<file path="config.mk">
export PLATFORM = sky130hd
export DESIGN_NAME = tpulse_monitor
export DESIGN_NICKNAME = d
export VERILOG_FILES = /design/src/rtl/tpulse_monitor.sv
export SDC_FILE = /design/constraint.sdc
export NUM_CORES = 1
export LEC_CHECK = 0
export CAP_MARGIN = 20
export CORE_MARGIN = 1
export CORE_UTILIZATION = 24
export CTS_BUF_LIST = sky130_fd_sc_hd__clkbuf_4
export DETAILED_ROUTE_END_ITERATION = 6
export REMOVE_ABC_BUFFERS = 1
export SYNTH_ARGS = -nofsm -noshare
export SYNTH_HDL_FRONTEND = slang
export SYNTH_SLANG_ARGS = --single-unit
</file>
<file path="constraint.sdc">
create_clock -name clk -period 3.58 [get_ports clk]
set_clock_uncertainty 0.1 [all_clocks]
set_input_delay 0.716 -clock clk [delete_from_list [all_inputs] [get_ports clk]]
set_output_delay 0.716 -clock clk [all_outputs]
set_load 0.01 [all_outputs]
</file>
<file path="src/rtl/tpulse_monitor.sv">
// tpulse_monitor
//    Receiving end of a counter terminal-pulse stream. Measures the number of
//    clk cycles between successive rising edges of tpulse_in, compares each
//    measured period with a loadable expected value, and tracks mismatches,
//    pulse count and loss of the pulse stream.
//
//    Optional feature macro: TPULSE_MON_HIST_EN
//       defined   : period_min / period_max track the extremes of reported periods
//       undefined : period_min tied to all ones, period_max tied to zero
//
// Ports
//    clk           in   system clock, rising edge
//    reset         in   synchronous active-high reset
//    tpulse_in     in   terminal pulse (may be held high for several cycles)
//    expect_load   in   load strobe for expected period
//    expect_value  in   expected period, WIDTH bits (zero-extended to CW)
//    period_out    out  last measured period
//    period_valid  out  one-cycle strobe when period_out updates
//    match         out  last measured period equalled expected
//    mismatch_cnt  out  saturating mismatch count
//    pulse_cnt     out  wrapping count of detected pulse edges
//    timeout       out  pulse stream lost (level)
//    period_min    out  smallest reported period
//    period_max    out  largest reported period
//
// state   | meaning
// --------+-----------------------------------------------------------
// IDLE    | waiting for the first edge; no period reference yet
// MEASURE | counting cycles since the last edge
// LOST    | no edge for TIMEOUT cycles; counter parked at TIMEOUT

module tpulse_monitor #(
   parameter int WIDTH   = 8,
   parameter int CW      = 9,
   parameter int TIMEOUT = 511
) (
   input  logic             clk,
   input  logic             reset,
   input  logic             tpulse_in,
   input  logic             expect_load,
   input  logic [WIDTH-1:0] expect_value,
   output logic [CW-1:0]    period_out,
   output logic             period_valid,
   output logic             match,
   output logic [7:0]       mismatch_cnt,
   output logic [15:0]      pulse_cnt,
   output logic             timeout,
   output logic [CW-1:0]    period_min,
   output logic [CW-1:0]    period_max
);

   localparam logic [1:0] S_IDLE    = 2'd0;
   localparam logic [1:0] S_MEASURE = 2'd1;
   localparam logic [1:0] S_LOST    = 2'd2;

   localparam logic [CW-1:0] CNT_ONE  = CW'(1);
   localparam logic [CW-1:0] CNT_LAST = CW'(TIMEOUT - 1);

   logic [1:0]    state_q, state_d;
   logic          prev_q, prev_d;
   logic [CW-1:0] cnt_q, cnt_d;
   logic [CW-1:0] expected_q, expected_d;
   logic [CW-1:0] period_q, period_d;
   logic          valid_q, valid_d;
   logic          match_q, match_d;
   logic [7:0]    mism_q, mism_d;
   logic [15:0]   pcnt_q, pcnt_d;
   logic          timeout_q, timeout_d;
   logic          edge_det;

`ifdef TPULSE_MON_HIST_EN
   logic [CW-1:0] pmin_q, pmin_d;
   logic [CW-1:0] pmax_q, pmax_d;
`endif

   // prev resets high so a level held through reset is not seen as an edge
   assign edge_det = tpulse_in & ~prev_q;

   always_comb begin
      state_d    = state_q;
      prev_d     = tpulse_in;
      cnt_d      = cnt_q;
      expected_d = expected_q;
      period_d   = period_q;
      valid_d    = 1'b0;
      match_d    = match_q;
      mism_d     = mism_q;
      pcnt_d     = pcnt_q;
      timeout_d  = timeout_q;
`ifdef TPULSE_MON_HIST_EN
      pmin_d     = pmin_q;
      pmax_d     = pmax_q;
`endif

      if (edge_det) begin
         pcnt_d = pcnt_q + 16'd1;
      end

      case (state_q)
         S_IDLE: begin
            if (edge_det) begin
               state_d = S_MEASURE;
               cnt_d   = CNT_ONE;
            end
         end
         S_MEASURE: begin
            if (edge_det) begin
               period_d = cnt_q;
               valid_d  = 1'b1;
               match_d  = (cnt_q == expected_q);
               cnt_d    = CNT_ONE;
               if ((cnt_q != expected_q) && (mism_q != 8'hFF)) begin
                  mism_d = mism_q + 8'd1;
               end
`ifdef TPULSE_MON_HIST_EN
               if (cnt_q < pmin_q) pmin_d = cnt_q;
               if (cnt_q > pmax_q) pmax_d = cnt_q;
`endif
            end else begin
               // lands on TIMEOUT when the stream is declared lost, then holds
               cnt_d = cnt_q + CNT_ONE;
               if (cnt_q == CNT_LAST) begin
                  state_d   = S_LOST;
                  timeout_d = 1'b1;
               end
            end
         end
         S_LOST: begin
            // recovery edge only restarts the measurement; no period reported
            if (edge_det) begin
               state_d   = S_MEASURE;
               cnt_d     = CNT_ONE;
               timeout_d = 1'b0;
            end
         end
         default: begin
            state_d = S_IDLE;
            cnt_d   = '0;
         end
      endcase

      // the compare above used the old expected value; the clears win
      if (expect_load) begin
         expected_d = CW'(expect_value);
         match_d    = 1'b0;
         mism_d     = 8'd0;
`ifdef TPULSE_MON_HIST_EN
         pmin_d     = '1;
         pmax_d     = '0;
`endif
      end
   end

   always_ff @(posedge clk) begin
      if (reset) begin
         state_q    <= S_IDLE;
         prev_q     <= 1'b1;
         cnt_q      <= '0;
         expected_q <= '0;
         period_q   <= '0;
         valid_q    <= 1'b0;
         match_q    <= 1'b0;
         mism_q     <= 8'd0;
         pcnt_q     <= 16'd0;
         timeout_q  <= 1'b0;
      end else begin
         state_q    <= state_d;
         prev_q     <= prev_d;
         cnt_q      <= cnt_d;
         expected_q <= expected_d;
         period_q   <= period_d;
         valid_q    <= valid_d;
         match_q    <= match_d;
         mism_q     <= mism_d;
         pcnt_q     <= pcnt_d;
         timeout_q  <= timeout_d;
      end
   end

`ifdef TPULSE_MON_HIST_EN
   always_ff @(posedge clk) begin
      if (reset) begin
         pmin_q <= '1;
         pmax_q <= '0;
      end else begin
         pmin_q <= pmin_d;
         pmax_q <= pmax_d;
      end
   end

   assign period_min = pmin_q;
   assign period_max = pmax_q;
`else
   assign period_min = '1;
   assign period_max = '0;
`endif

   assign period_out   = period_q;
   assign period_valid = valid_q;
   assign match        = match_q;
   assign mismatch_cnt = mism_q;
   assign pulse_cnt    = pcnt_q;
   assign timeout      = timeout_q;

endmodule
</file>
# Word-level counts from Yosys, hierarchy flattened
# Index checks and enable logic that the tools add are counted.
[op_classes]
n_addsub = 3
n_eq_ne = 10
n_mux = 12
n_bitwise = 3
n_reduce_logical = 10
[op_table]
columns = ["cell", "n"]
rows = [
  ["9-bit 2-to-1 mux", 2],
  ["9-bit case mux with 2 select lines", 1],
  ["16-bit by 1-bit adder with 16-bit output, second input constant", 1],
  ["9-bit by 1-bit adder with 9-bit output, second input constant", 1],
  ["9-bit by 8-bit equality test with 1-bit output", 1],
  ["9-bit equality test, second input constant", 1],
  ["9-bit by 8-bit inequality test with 1-bit output", 1],
  ["8-bit by 1-bit adder with 8-bit output, second input constant", 1],
  ["8-bit inequality test, second input constant", 1],
  ["2-bit 2-to-1 mux", 3],
  ["2-bit inequality test, second input constant", 3],
  ["3-bit AND reduction", 2],
  ["2-bit OR reduction", 3],
  ["1-bit 2-to-1 mux", 4],
  ["2-bit case mux with 2 select lines", 1],
  ["4-bit AND reduction", 1],
  ["2-bit by 1-bit equality test with 1-bit output, second input constant", 1],
  ["2-bit equality test, second input constant", 1],
  ["2-bit logical NOT", 1],
  ["2-bit by 1-bit inequality test with 1-bit output, second input constant", 1],
  ["1-bit NOT", 2],
  ["1-bit case mux with 2 select lines", 1],
  ["2-bit AND reduction", 1],
  ["2-bit nonzero test", 1],
  ["2 further kinds", 2],
]
[totals]
register_bits = 56
inputBits = 12
output_inout_bits = 54
word_cells = 48

# Logic depth before layout (Yosys ltp)
[depth]
word_depth = 4
depth_mapped = 7
ltp_nobuf = 7

# Worst setup path before layout
# No wires, ideal clock.
[synth_path]
path_kind = "input to register"
startpoint = "in tpulse_in"
endpoint = "reg pcnt_q[15], in the netlist pulse_cnt[15]"
setup_time_ps = 128
t_arrival_ps = 1741
t_required_ps = 3352
slack_ps = 1612
stages = 6
path_buffers = 1
path_cell_list = "nand2b_1 -> buf_6 -> or3_4 -> nor4_2 -> xnor2_1 -> nor2_1"
[synth_between]
elab_chain_cells = 1
[synth_lines]
columns = ["item", "line", "source"]
rows = [
  ["start: declaration", "39", "input logic tpulse_in,"],
  ["1-bit bitwise AND", "77", "assign edge_det = tpulse_in & ~prev_q;"],
  ["end signal: assignment", "175", "pcnt_q <= pcnt_d;"],
  ["end: declaration", "67", "logic [15:0] pcnt_q, pcnt_d;"],
]
# Every way passes these cells.
# A chain may end at the register's enable or synchronous reset.

# Worst setup path in the final report
# Ends and elaborated chain as after synthesis.

==> reports/summary.txt <==
==========================================================================================
Leakage .....................................................................      1.17 nW
Worst vdd rail ir drop ......................................................       241 uV
Cells after Synth ...........................................................          315
Clock buffer count from CTS .................................................            5
Data arrival time of the critical path ......................................      2440 ps
Clock sinks .................................................................           56
Total number of vias ........................................................         2155
Area share of xor/xnor cells in the synthesized design ......................        6.89%
Non-Filler Cell Area, Final .................................................     3250 um2
Startpoint of the tightest hold check path .................................. period_out[2]
Hold Buf Count CTS ..........................................................            0
Final Hold Viols ............................................................            0
Post-CTS Setup Repair Bufs ..................................................            0
Final core utilization ......................................................        30.0%
Initial standard-cell utilization of the core ...............................        24.6%
I/O Pins ....................................................................           66
Maximum number of pins on one net before global-route repair ................           22
Launching instance or port of the critical path .............................    tpulse_in
Total GRT Usage .............................................................        10.6%
Simple-gate area share of the yosys netlist .................................        24.6%
Clock latency on the worst-skew pair ........................................       380 ps
Post-layout min period ......................................................      2290 ps
Total congestion overflow after global routing ..............................            0
Peak-usage layer in the global routing report ...............................         met2
Fraction of synthesized area in multiplexers ................................        3.38%
Most instantiated library cell after synthesis .............................. sky130_fd_sc_hd__dfxtp_1
Number of storage elements in the synthesis netlist .........................           56
Post-synthesis async set-or-reset flop share ................................           0%
Endpoint kind of the worst setup timing path ................................    flip-flop
Count of nets left with antenna violations after detail routing .............            0
Number of unique standard cell types used by synthesis ......................           42
Wire length of the first global-routing pass ................................      9.68 mm
Per-instance average area after synthesis ...................................     8.47 um2
Biggest area consumer among synthesized cells ............................... sky130_fd_sc_hd__dfxtp_1
Fin crit share ..............................................................        64.1%
Clock root cell ............................................................. sky130_fd_sc_hd__clkbuf_4
Capture point of the worst reg-to-reg path .................................. mismatch_cnt[3]
Peak clock frequency supported by timing ....................................      436 MHz
Type of the worst setup path ................................................    in -> reg
Number of rows in the core area .............................................           38
Clock H-tree levels .........................................................            2
Final RePlAce weighted congestion ...........................................        0.806
Yosys warning total .........................................................            0
Post-cts resize count .......................................................            0
Wire length reported by the detailed router .................................      5.72 mm
Synth top area cells ........................................................ sky130_fd_sc_hd__dfxtp_1 (42%), sky130_fd_sc_hd__nor2_1 (6.0%), sky130_fd_sc_hd__nand2_1 (5.5%)
Launching element type of the critical path .................................    input pin
Most frequent cells after synthesis ......................................... sky130_fd_sc_hd__dfxtp_1 (56), sky130_fd_sc_hd__nor2_1 (43), sky130_fd_sc_hd__nand2_1 (39)
Slew at the pin closest to its max-slew limit ...............................       683 ps
First DRT Iteration DRCs ....................................................           65
Number of iterations in the first detailed-routing pass .....................            4
Global Route met3 Usage .....................................................        4.00%
Max-cap viol count ..........................................................            0
Worst rel slew slack ........................................................        54.3%
Net total in the final layout ...............................................          371
TritonCTS clock tree ........................................................         done
Port Buf Inserts ............................................................           47
Share of synthesized cell area in full adder, half adder and majority cells .        1.88%
Final count of pins violating max slew ......................................            0
Post-synth top area share ...................................................        42.0%
Register-to-Register Setup Slack ............................................      1580 ps
Count of flip-flops with a built-in enable after synthesis ..................            0
Worst-case hold path end point .............................................. period_out[2]
Primary flip-flop cell chosen by synthesis mapping .......................... sky130_fd_sc_hd__dfxtp_1
Clk pin slew, worst setup/hold paths ........................................       150 ps
Cells on Worst Hold Path ....................................................            2
Drt via density .............................................................         4.36
Power density over the cells ................................................   324 nW/um2
Number of diodes added for antenna fixing ...................................            0
Non-Filler Instances ........................................................          494
Layout cell share with drive strength beyond 1 ..............................        5.37%
Number of DRC violations after detailed routing .............................            0
Required time of the critical path ..........................................      3720 ps
Number of fill cells in the layout ..........................................         1174
Placed inst area ............................................................     3180 um2
Post-placement cell count ...................................................          488
Setup violation total in the final timing report ............................            0
Post-placement worst setup slack ............................................       863 ps
Setup slack of the critical path after layout ...............................      1290 ps
Hold Path Class .............................................................   reg -> reg
TNS Setup ...................................................................         0 ps
R2R Path Start ..............................................................   state_q[0]
Max clock buf depth .........................................................            2
Initial antenna violation count .............................................            0
Die X .......................................................................       107 um
Compound-Gate Fraction of Synth Area ........................................        12.1%
Core footprint ..............................................................    10800 um2
Setup repair after global routing missed its margin .........................           no
Die area ....................................................................    11500 um2
Drt wl/cell .................................................................      11.6 um
Area overhead of the layout relative to synthesis ...........................        21.8%
Crit Path Max Fanout ........................................................            9
Routing usage on met2 .......................................................        17.1%
Outcome ..................................................................... finished clean
Dominant combinational cell family by area after synthesis .................. simple AND/OR/NAND/NOR gates
Die Height ..................................................................       107 um
Seq/Total Area, Yosys .......................................................        42.0%
Via count of the first global-routing pass ..................................         2051
Depth of the worst register-to-register path ................................            6
Met1 track demand over resource .............................................        13.2%
Synthesized cell area .......................................................     2670 um2
Post-DP HPWL ................................................................      4.21 mm
==========================================================================================
## worst max-delay path by stage
stage	slack [ps]	end	depth (start not counted)
finish	1290	pulse_cnt[15]	6
global route	1150	pulse_cnt[15]	6
floorplan	1410	mismatch_cnt[2]	5
detailed placement	860	pulse_cnt[15]	6
CTS	1260	pulse_cnt[15]	6
global placement	950	mismatch_cnt[2]	7
## state kept, by name, summed over array words and instances (netlist names)
| name | flops |
|---|---|
| timeout | 1 |
| period_valid | 1 |
| pulse_cnt | 16 |
| match | 1 |
| mismatch_cnt | 8 |
| expected_q | 8 |
| period_out | 9 |
| prev_q | 1 |
| cnt_q | 9 |
| state_q | 2 |
## cells in the final DEF, fill, tap and decap left out, types with 3 or more instances in the layout
cell and count:
sky130_fd_sc_hd__a211oi_1 3, sky130_fd_sc_hd__a21o_1 4, sky130_fd_sc_hd__a21oi_1 25, sky130_fd_sc_hd__a311oi_1 3, sky130_fd_sc_hd__and3_1 5, sky130_fd_sc_hd__buf_4 3
sky130_fd_sc_hd__clkbuf_4 5, sky130_fd_sc_hd__clkdlybuf4s50_1 47, sky130_fd_sc_hd__conb_1 18, sky130_fd_sc_hd__dfxtp_1 56, sky130_fd_sc_hd__ha_1 4, sky130_fd_sc_hd__inv_1 6
sky130_fd_sc_hd__mux2i_1 9, sky130_fd_sc_hd__nand2_1 39, sky130_fd_sc_hd__nand3_1 12, sky130_fd_sc_hd__nand4_1 5, sky130_fd_sc_hd__nor2_1 43, sky130_fd_sc_hd__nor3_1 8
sky130_fd_sc_hd__o21ai_0 7, sky130_fd_sc_hd__or3_1 4, sky130_fd_sc_hd__xnor2_1 7, sky130_fd_sc_hd__xor2_1 14
## cells by family (layout without fill, tap and decap cells)
family,count (synthesis),after routing
and+or+nand+nor,133,133
xor gates and xnor gates,21,21
adders and majority gates,4,4
muxes,9,9
other,2,18
buffers and inverters,39,62
AOI/OAI and AO/OA,51,51
DFF,56,56
## worst max-delay path: stages
cell,delay [ps]
sky130_fd_sc_hd__clkdlybuf4s50_1,510
sky130_fd_sc_hd__nand2b_1,220
sky130_fd_sc_hd__or3_4,470
sky130_fd_sc_hd__nor4_2,300
sky130_fd_sc_hd__xnor2_1,150
sky130_fd_sc_hd__nor2_1,50
## metrics by stage
stage | power (mW) | hold slack, ps
4_1_cts | 1.06 | 366
3_5_place_dp | 0.738 | 347
5_1_grt | 1.10 | 385
2_1_floorplan | 0.700 | 364
6_report | 1.05 | 364
3_3_place_gp | 0.736 | 349
## layer usage
metal / wire length (um) / part of all wire, %
met5: 0 / 0
met4: 46 / 0.80
met3: 362 / 6.3
met2: 2550 / 45
met1: 2760 / 48
## power breakdown
group	switching, mW	internal [mW]	leakage [nW]	total (mW)
combinational	0.0481	0.0335	0.676	0.0816
clock	0.189	0.140	0.0371	0.329
sequential	0.00993	0.632	0.453	0.642
total	0.247	0.806	1.17	1.05
## layout make-up
| class | count | area (um2) | area share (%) |
|---|---|---|---|
| Multi-Input combinational cell | 236 | 1370 | 42.2 |
| Clock buffer | 5 | 37.5 | 1.15 |
| Clock inverter | 1 | 30.0 | 0.924 |
| Tap cell | 140 | 175 | 5.39 |
| Timing Repair Buffer | 50 | 493 | 15.2 |
| Inverter | 6 | 22.5 | 0.693 |
| Sequential cell | 56 | 1120 | 34.5 |
(Power assumes the default switching activity.)
